File: config.mk
export PLATFORM = sky130hd
export DESIGN_NAME = pe_spad_fifo
export DESIGN_NICKNAME = d
export VERILOG_FILES = /design/src/rtl/pe_spad_fifo.sv
export SDC_FILE = /design/constraint.sdc
export NUM_CORES = 1
export LEC_CHECK = 0
export ABC_AREA = 1
export CAP_MARGIN = 40
export CORE_MARGIN = 10
export CORE_UTILIZATION = 62
export DETAILED_ROUTE_END_ITERATION = 7
export PLACE_DENSITY = 0.84
export SLEW_MARGIN = 5
export SYNTH_ARGS = -nofsm -noshare
export SYNTH_HDL_FRONTEND = slang
export SYNTH_SLANG_ARGS = --single-unit
File: constraint.sdc
create_clock -name clk -period 4.7 [get_ports clk]
set_input_delay 0.705 -clock clk [delete_from_list [all_inputs] [get_ports clk]]
set_output_delay 0.705 -clock clk [all_outputs]
set_load 0.01 [all_outputs]
File: src/rtl/pe_spad_fifo.sv
`default_nettype none
// ============================================================================
//  Module   : pe_spad_fifo
//  Purpose  : Per-PE input scratchpad FIFO fed by the multicast tag-match
//             controller. Buffers forwarded values in order and presents them
//             first-word-fall-through to the PE MAC datapath. Because the
//             multicast bus cannot be back-pressured per PE, the block raises
//             an early stall request and records dropped pushes.
//  Ports    : clk, rst          - single clock, synchronous active-high reset
//             wr_en, wr_data    - push strobe / value (tag-match enable/value)
//             rd_en             - pop strobe from the PE datapath
//             rd_data, rd_valid - head entry (0 while empty) / non-empty flag
//             count             - occupancy 0..DEPTH
//             stall             - hold request to the bus scheduler
//             overflow          - sticky dropped-push flag
//             overflow_clr      - clears overflow (and drop_cnt when present)
//             drop_cnt          - saturating 8-bit drop counter, present only
//                                 when PE_SPAD_FIFO_STATS_EN is defined
//  Revision : 1.0 - initial release
// ============================================================================
module pe_spad_fifo #(
  parameter int DATA_W     = 16,
  parameter int DEPTH      = 8,
  parameter int AFULL_FREE = 2
) (
  input  logic                       clk,
  input  logic                       rst,
  input  logic                       wr_en,
  input  logic [DATA_W-1:0]          wr_data,
  input  logic                       rd_en,
  output logic [DATA_W-1:0]          rd_data,
  output logic                       rd_valid,
  output logic [$clog2(DEPTH):0]     count,
  output logic                       stall,
  output logic                       overflow,
  input  logic                       overflow_clr
`ifdef PE_SPAD_FIFO_STATS_EN
  ,
  output logic [7:0]                 drop_cnt
`endif
);

  localparam int AW = $clog2(DEPTH);
  localparam int CW = AW + 1;

  localparam logic [CW-1:0] c_depth      = CW'(DEPTH);
  localparam logic [CW-1:0] c_afull_free = CW'(AFULL_FREE);
  localparam logic [CW-1:0] c_cnt_one    = CW'(1);
  localparam logic [AW-1:0] c_ptr_one    = AW'(1);

  logic [DATA_W-1:0] r_mem [DEPTH];
  logic [AW-1:0]     r_wptr;
  logic [AW-1:0]     r_rptr;
  logic [CW-1:0]     r_count;
  logic              r_overflow;

  logic w_empty;
  logic w_full;
  logic w_pop;
  logic w_push;
  logic w_drop;

  assign w_empty = (r_count == '0);
  assign w_full  = (r_count == c_depth);
  // A pop while empty is ignored, so an empty push+pop is a plain push.
  assign w_pop   = rd_en && !w_empty;
  // When full, a simultaneous pop frees the slot the new word lands in.
  assign w_push  = wr_en && (!w_full || w_pop);
  assign w_drop  = wr_en && w_full && !w_pop;

  // Storage has no reset: contents are only observable through r_count.
  always_ff @(posedge clk) begin
    if (w_push && !rst) begin
      r_mem[r_wptr] <= wr_data;
    end
  end

  always_ff @(posedge clk) begin
    if (rst) begin
      r_wptr  <= '0;
      r_rptr  <= '0;
      r_count <= '0;
    end else begin
      if (w_push) begin
        r_wptr <= r_wptr + c_ptr_one;
      end
      if (w_pop) begin
        r_rptr <= r_rptr + c_ptr_one;
      end
      case ({w_push, w_pop})
        2'b10:   r_count <= r_count + c_cnt_one;
        2'b01:   r_count <= r_count - c_cnt_one;
        default: r_count <= r_count;
      endcase
    end
  end

  // A new drop takes priority over a clear in the same cycle.
  always_ff @(posedge clk) begin
    if (rst) begin
      r_overflow <= 1'b0;
    end else if (w_drop) begin
      r_overflow <= 1'b1;
    end else if (overflow_clr) begin
      r_overflow <= 1'b0;
    end
  end

`ifdef PE_SPAD_FIFO_STATS_EN
  logic [7:0] r_drop_cnt;

  always_ff @(posedge clk) begin
    if (rst) begin
      r_drop_cnt <= 8'd0;
    end else if (overflow_clr) begin
      r_drop_cnt <= w_drop ? 8'd1 : 8'd0;
    end else if (w_drop && (r_drop_cnt != 8'hFF)) begin
      r_drop_cnt <= r_drop_cnt + 8'd1;
    end
  end

  assign drop_cnt = r_drop_cnt;
`endif

  assign rd_valid = !w_empty;
  assign rd_data  = w_empty ? '0 : r_mem[r_rptr];
  assign count    = r_count;
  assign overflow = r_overflow;
  // Early warning leaves AFULL_FREE slots of slack for the scheduler pipeline.
  assign stall    = ((c_depth - r_count) <= c_afull_free);

endmodule
`default_nettype wire

==> flow_summary.json, run 1 <==
{
  "post_cts_buffers": 0,
  "fp.dieArea_um2": 13600,
  "postRouteAntennaNets": 0,
  "period_needed_ns": 3.72,
  "cp-start-kind": "register",
  "period_share_pct": 79.1,
  "nNetsFinal": 550,
  "routed_via_density": 6.16,
  "hold_path_class": "register to register",
  "setup_viol": 0,
  "p_total_mw": 3.50,
  "reg2reg_to": "r_mem[2][13]$_DFFE_PP_",
  "rsz0062_at_grt": "false",
  "syn2layout_area_growth_pct": 19.8,
  "crit_path_max_fanout": 46,
  "rr_startpoint": "count[0]$_SDFFE_PP0P_",
  "final_cells": 648,
  "post-route-util_pct": 75.7,
  "start_util_pct": 63.2,
  "synthArstFlopShare_pct": 0,
  "ys_seq_area_share_pct": 71.0,
  "seq_area_um2": 4130,
  "drive_gt1_share_pct": 10.4,
  "arrival_ns": 3.01,
  "drtIter0Drc": 438,
  "hold_start": "r_rptr[1]$_SDFFE_PP0N_",
  "track_usage_pct": 19.6,
  "synth_top_area_share_pct": 66.2,
  "wl_um": 12900,
  "grt_pass1_wl_um": 20200,
  "place_ws_ns": 1.53,
  "io_buffers": 43,
  "synth_seq_cells": 142,
  "synthCells": 475,
  "tightest_slew_ns": 0.879,
  "max-slew-margin-rel_pct": 41.1,
  "ios": 44,
  "clock_latency_ns": 0.52,
  "multi_input_area_um2": 1470,
  "firstDrtPassIters": 5,
  "row_count": 35,
  "synth_area_leader_cell": "edfxtp_1",
  "avgSynthCellArea_um2": 12.2,
  "yosys-top-cells-area": "edfxtp_1 (66%), nor2_1 (6.9%), o21ai_0 (6.7%), dfxtp_1 (4.8%), mux2i_1 (2.8%)",
  "crit_type": "register to output pin",
  "ir_worst_vdd_mv": 0.286,
  "hpwlAfterDp_um": 7440,
  "synth_common_cells": "edfxtp_1 (128), nor2_1 (107), o21ai_0 (78)",
  "htreeDepth": 4,
  "hold_viol_final": 0,
  "antenna_found_initial": 0,
  "ys_warn_count": 0,
  "max_freq_mhz": 269,
  "maxCapViolCount": 0,
  "worstPathCellList": "buf_4 > nor2_1 > nor2_1 > o21ai_0 > o21ai_1 > o21ai_1 > nor2_1 > clkdlybuf4s50_1",
  "root_buffer": "clkbuf_8",
  "coreArea_um2": 9200,
  "reg2reg_depth": 8,
  "whs_ns": 0.496,
  "syn_area_um2": 5810,
  "final_area_um2": 6960,
  "place_congestion": 0.794,
  "hold_path_depth": 2,
  "ys.flop_type": "edfxtp_1",
  "drc": 0,
  "cts_sinks": 142,
  "synth_fp_nets": 501,
  "cp-end-kind": "output pin",
  "die_y_um": 117,
  "report.final.slew_viol_count": 0,
  "cts_tree": "built",
  "power_density_nw_per_um2": 502,
  "clkTransAtPathRegs_ns": 0.06,
  "r2r_slack_ns": 2.10,
  "critPathRequiredTime_ns": 3.99,
  "fp.dieW_um": 117,
  "wire_per_inst_um": 19.9,
  "grt_overflow": 0,
  "outcome": "finished clean",
  "slowest_stage": "dfxtp_2",
  "n_fill_cell": 544,
  "grt_pass1_vias": 4056,
  "synth-edff-count": 128,
  "place_area_um2": 6350,
  "slowest_delay_ns": 0.64,
  "antenna_cells": 0,
  "cts_buffers": 17,
  "clk_path_buf_depth": 2,
  "cts_resized": 0,
  "yosysMostFrequentCell": "edfxtp_1",
  "cpMostUsedCell": "nor2_1",
  "grt_max_degree": 49,
  "hold_buffers": 0,
  "final.setup.worst_slack_ns": 0.982,
  "setup_tns_ns": 0,
  "ys_types": 29,
  "dpl.cell_count": 616,
  "vias": 3989,
  "skew_ns": 0.00574,
  "p_leak_nw": 2.41
}
-- flip-flops by register name (all words and copies together) (netlist names), named ones only --
signal    count
r_mem       128
count         4
r_rptr        3
r_wptr        3
overflow      1
-- routing by layer --
layer	GRT usage, %	up-vias	wire length, um
met3	5.81	36	1220
met1	23.6	1925	4970
met5	0	-	0
li1	-	1799	-
met2	31.9	229	6430
met4	9.23	0	282
-- layout by cell type (no fill, tap or decap), drive strengths merged, types with 4 or more instances in the layout --
cell type	count
edfxtp	128
nor2	108
o21ai	88
clkdlybuf4s50	43
inv	24
nand2	22
o22ai	17
clkbuf	17
mux2i	16
dfxtp	14
buf	11
nand3	9
a21oi	8
clkinv	6
ha	5
clkinvlp	5
nor3	5
bufinv	4
-- report_power, final --
group          total, mW  internal, mW  switching, mW
Combinational      0.673         0.286          0.387
Sequential          1.47          1.41         0.0536
Clock               1.36         0.858          0.500
-- critical path: cells and delay by family, from the launching register on --
family | cells | cell delay, ns
simple gates | 3 | 0.35
buf+inv | 2 | 1.10
flops | 1 | 0.64
compound gates | 3 | 0.37
-- worst max-delay path by stage --
| stage | start | to | slack, ns | cells after the start |
|---|---|---|---|---|
| final | register | rd_data[14] | 0.98 | 8 |
| after global routing | register | rd_data[15] | 0.78 | 8 |
| after CTS | register | rd_data[2] | 0.98 | 8 |
| after detailed placement | rd_en | r_mem[2][14]$_DFFE_PP_ | 1.53 | 8 |
| after global placement | register | rd_data[2] | 1.59 | 8 |
| after floorplan | count[0]$_SDFFE_PP0P_ | r_mem[0][0]$_DFFE_PP_ | 1.96 | 7 |
-- cell families (layout without fill, tap and decap cells) --
family	Yosys count	in the layout	synth area share (%)
AOI/OAI and AO/OA	117	117	10.6
xor gates and xnor gates	1	1	0.151
adders and majority gates	5	5	1.08
buffers and inverters	48	110	4.05
DFF	142	142	71.0
muxes	16	16	2.76
and+or+nand+nor	146	146	10.4
-- final cells by class --
class | instances | area share [%]
multi-input cells | 285 | 21.1
clock buffers | 17 | 5.95
repair buffers | 54 | 7.55
well taps | 111 | 2.00
inverters | 24 | 1.29
clock inverters | 15 | 2.82
flip-flops and latches | 142 | 59.3
Power figures use the tool's default switching activity.
==> run 2: changes to the inputs <==
--- a/config.mk
+++ b/config.mk
@@ -8,9 +8,9 @@
 export ABC_AREA = 1
 export CAP_MARGIN = 40
 export CORE_MARGIN = 10
-export CORE_UTILIZATION = 62
+export CORE_UTILIZATION = 52
 export DETAILED_ROUTE_END_ITERATION = 7
-export PLACE_DENSITY = 0.84
+export PLACE_DENSITY = 0.75
 export SLEW_MARGIN = 5
 export SYNTH_ARGS = -nofsm -noshare
 export SYNTH_HDL_FRONTEND = slang
==> constraint.sdc (replaced) <==
create_clock -name clk -period 3.39 [get_ports clk]
set_input_delay 0.5085 -clock clk [delete_from_list [all_inputs] [get_ports clk]]
set_output_delay 0.5085 -clock clk [all_outputs]
set_load 0.01 [all_outputs]
==> run 2 against run 1 <==
Sequential share of layout area down 0.49 points. Die area up 16%. Critical path depth down 2. Global-route usage down 3.9 points. Cell area up 0.83%. Non-clock buffer count up 3. Sequential cell count unchanged. Sequential power up 37%. Clock power up 39%. Critical endpoint is now rd_data[3].
==> flow_summary.json, run 2 (synthesis results as in run 1) <==
{
  "power_density_nw_per_um2": 692,
  "hold_path_depth": 2,
  "row_count": 38,
  "reg2reg_depth": 14,
  "final_cell_mix": "edfxtp_1 (128), nor2_1 (107), o21ai_0 (78)",
  "wl_um": 12200,
  "grt_pass1_wl_um": 19800,
  "largest_register": "r_mem",
  "hpwlAfterDp_um": 7020,
  "tightest_slew_ns": 0.628,
  "grt_max_degree": 37,
  "hold_viol_final": 0,
  "outcome": "finished clean",
  "seq_area_um2": 4130,
  "ir_worst_vdd_mv": 0.310,
  "track_usage_pct": 15.7,
  "r2r_slack_ns": 1.16,
  "coreArea_um2": 10900,
  "post_cts_buffers": 0,
  "fp.dieW_um": 126,
  "critPathRequiredTime_ns": 2.88,
  "root_buffer": "clkbuf_8",
  "start_util_pct": 53.3,
  "report.final.slew_viol_count": 0,
  "maxCapViolCount": 0,
  "hold_path_class": "register to register",
  "crit_path_max_fanout": 27,
  "min_to": "r_rptr[2]$_SDFFE_PP0N_",
  "hold_start": "r_rptr[2]$_SDFFE_PP0N_",
  "fp.dieArea_um2": 15800,
  "vias": 3822,
  "cts_sinks": 142,
  "clkTransAtPathRegs_ns": 0.06,
  "grt_overflow": 0,
  "skew_ns": 0.0101,
  "period_needed_ns": 3.16,
  "cp-start-kind": "register",
  "n_fill_cell": 797,
  "syn2layout_area_growth_pct": 20.8,
  "crit_type": "register to output pin",
  "rr_startpoint": "count[0]$_SDFFE_PP0P_",
  "p_leak_nw": 2.43,
  "antenna_found_initial": 0,
  "postRouteAntennaNets": 0,
  "cp-end-kind": "output pin",
  "reg2reg_to": "count[2]$_SDFFE_PP0P_",
  "rsz0062_at_grt": "false",
  "drtIter0Drc": 322,
  "clock_latency_ns": 0.52,
  "ios": 44,
  "io_buffers": 43,
  "routed_via_density": 5.62,
  "p_total_mw": 4.86,
  "place_congestion": 0.844,
  "arrival_ns": 2.65,
  "multi_input_area_um2": 1470,
  "die_y_um": 126,
  "htreeDepth": 4,
  "post-route-util_pct": 64.5,
  "period_share_pct": 93.3,
  "hold_buffers": 0,
  "largest_register_ff_count": 128,
  "max_freq_mhz": 316,
  "antenna_cells": 0,
  "clk_path_buf_depth": 2,
  "nNetsFinal": 553,
  "grt_pass1_vias": 3850,
  "cts_buffers": 17,
  "final_common_cell": "edfxtp_1",
  "setup_viol": 0,
  "drive_gt1_share_pct": 11.1,
  "cts_tree": "built",
  "firstDrtPassIters": 5,
  "drc": 0,
  "max-slew-margin-rel_pct": 58.1,
  "wire_per_inst_um": 18.0,
  "cts_resized": 0,
  "setup_tns_ns": 0
}
run 2: cell types whose count changed in the layout (fill, tap and decap cells not counted):
| cell | change |
|---|---|
| clkinvlp_4 | -1 |
| clkbuf_1 | +1 |
| clkinv_1 | -2 |
| inv_6 | +2 |
| buf_4 | +3 |
| clkinv_4 | -2 |
| clkinv_2 | +2 |
run 2: how the worst max path moves through the flow:
| stage | endpoint | slack (ns) | cells past startpoint |
|---|---|---|---|
| finish | rd_data[3] | 0.23 | 6 |
| global route | rd_data[4] | 0.05 | 6 |
| CTS | rd_data[3] | 0.17 | 6 |
| detailed placement | rd_data[4] | 0.80 | 6 |
| global placement | rd_data[4] | 0.89 | 6 |
| floorplan | r_mem[0][0]$_DFFE_PP_ | 0.65 | 7 |
run 2: area by class of cell:
cell class / instances / share of cell area, %
clock buffer: 18 / 5.95
clock inverter: 14 / 2.73
inverter: 24 / 1.28
multi-input combinational: 285 / 20.9
sequential: 142 / 58.8
tap: 140 / 2.50
timing repair buffer: 57 / 7.81
run 2: per-stage QoR:
step	worst slack [ns]	area (um2)	hold WS [ns]	cells
after floorplan	0.648	5810	0.433	475
after detailed placement	0.796	6410	0.456	648
after global routing	0.0516	7020	0.502	680
final	0.228	7020	0.461	680
after CTS	0.168	7020	0.464	680
after global placement	0.888	6410	0.444	648
run 2: metal layers:
layer | track usage [%] | vias up | routed length (um)
met5 | 0 | - | 0
met4 | 7.11 | 0 | 285
met3 | 4.74 | 23 | 907
met2 | 25.0 | 154 | 6010
met1 | 19.3 | 1834 | 5050
li1 | - | 1811 | -
run 2: where the power goes:
part           total [mW]  switching, mW  internal [mW]
Combinational       0.952          0.548          0.404
Clock                1.89          0.699           1.19
Sequential           2.01         0.0525           1.96
run 2: critical path, stage by stage, from the launching register on:
cell,delay (ns)
dfxtp_2,0.63
buf_4,0.35
o21ai_0,0.15
o21ai_0,0.20
o21ai_0,0.10
nor2_1,0.14
clkdlybuf4s50_1,0.55
==> RTL edit: new RTL, settings of run 2 <==
The parameter `DATA_W` goes from 16 to 32.
--- a/src/rtl/pe_spad_fifo.sv
+++ b/src/rtl/pe_spad_fifo.sv
@@ -20,5 +20,5 @@
 // ============================================================================
 module pe_spad_fifo #(
-  parameter int DATA_W     = 16,
+  parameter int DATA_W     = 32,
   parameter int DEPTH      = 8,
   parameter int AFULL_FREE = 2
Interface: changed (resized rd_data and wr_data); port bits go from 44 to 76. The function was not compared with the original's and may differ.
==> RTL edit against run 2 <==
Register-to-register slack worse by 0.13 ns. Count of clock-buffer cells in the layout is 25 higher. Clock power rose by 43%. Global-route usage rose by 0.21 points. Sequential power up 89%. Largest power group unchanged. Setup slack worse by 0.12 ns. Synthesized area is 86% higher. Sequential cell count increased by 128. Largest cell class unchanged. Total power up 69%. Fmax is 3.7% lower. Design area grew 81%. Final cell count up 77%. Critical endpoint is now rd_data[30]. Synthesized cell count up 76%. Wire length up 81%.
==> RTL edit: results (changes against run 2) <==
power:
  lkg_pwr_nw: 4.23  # was 2.43 nW
  power.ir.vdd_worst_uv: 454  # was 310 uV
grt:
  grt.met2_usage: 0.276  # was 0.250
  first_global_vias: 6454  # was 3850
  global_route.usage.met1: 0.199  # was 0.193
  grt_start_max_net_pins: 129  # was 37
  grt_pass1_wl_microns: 34400  # was 19800 microns
logic_synthesis:
  synth.top_cell.area_share: 0.711  # was 0.662
  netlist_instances: 835  # was 475
  yosysUniqueCellTypes: 30  # was 29
  postSynthNetCount: 877  # was 501
place:
  final_gp_congestion: 0.777  # was 0.844
  place.port_buffers: 75  # was 43
  dp_slack_ns: 0.627  # was 0.796 ns
  placedInstanceArea_sq_um: 11900  # was 6410 sq um
clock_network:
  ctsRootBufferMaster: "sky130_fd_sc_hd__clkbuf_16"  # was sky130_fd_sc_hd__clkbuf_8
  cts_max_path_buffers: 3  # was 2
  cts-buffers-inserted: 26  # was 17
  cts_htree_levels: 1  # was 4
detailed_routing:
  initial_drt_markers: 588  # was 322
  wl_met1_microns: 9150  # was 5050 microns
  route.vias.total: 6660  # was 3822
timing:
  fin_skew_ns: 0.00924  # was 0.0101 ns
  worst_hold_slack_ns: 0.473  # was 0.461 ns
critical_path:
  worst-r2r-cell-count: 8  # was 14
  timing.reg2reg.setup_slack_ns: 1.03  # was 1.16 ns
  crit_fanout: 36  # was 27
  reg2reg_to: "r_mem[4][26]"  # was count[2]
cells_and_area:
  finalNetCount: 955  # was 553
  share_of_layout_cells_above_drive_strength_1: 0.0751  # was 0.111
  largest_reg_flops: 256  # was 128
  fillers: 1518  # was 797
status:
  status: "finished clean"  # unchanged
## RTL edit: cell types whose count changed after synthesis, moves of 2 or more
cell / before / now
sky130_fd_sc_hd__o21ai_1: 10 / 18
sky130_fd_sc_hd__buf_12: 0 / 3
sky130_fd_sc_hd__o22ai_1: 17 / 33
sky130_fd_sc_hd__o21ai_0: 78 / 150
sky130_fd_sc_hd__clkbuf_1: 5 / 20
sky130_fd_sc_hd__edfxtp_1: 128 / 256
sky130_fd_sc_hd__nor2_1: 107 / 204
sky130_fd_sc_hd__buf_2: 11 / 13
sky130_fd_sc_hd__mux2i_1: 16 / 32
sky130_fd_sc_hd__clkbuf_2: 0 / 4
## RTL edit: cell type report
| class | count | share of cell area |
|---|---|---|
| clock buffer | 43 | 0.0595 |
| tap | 270 | 0.0266 |
| multi-input combinational | 493 | 0.198 |
| clock inverter | 4 | 0.00345 |
| inverter | 24 | 0.00709 |
| sequential | 270 | 0.628 |
| timing repair buffer | 98 | 0.0782 |
## RTL edit: cells by family (layout without fill, tap and decap cells)
| kind of cell | after synthesis | in the layout | synth area share |
|---|---|---|---|
| buffers and inverters | 72 | 169 | 0.0353 |
| multiplexers | 32 | 32 | 0.0296 |
| adder cells (fa/ha/maj) | 5 | 5 | 0.00579 |
| XOR/XNOR | 1 | 1 | 0.000810 |
| AND/OR/NAND/NOR | 242 | 242 | 0.0881 |
| AO/OA/AOI/OAI | 213 | 213 | 0.103 |
| flip-flops | 270 | 270 | 0.737 |
## RTL edit: power by group through the flow
stage          Sequential [mW]  Combinational [mW]  Clock, mW
6_report                  3.79                1.72       2.70
5_1_grt                   3.79                1.91       2.88
4_1_cts                   3.80                1.72       2.75
3_5_place_dp              3.87                1.71          0
3_3_place_gp              3.86                1.68          0
2_1_floorplan             3.83                1.05          0
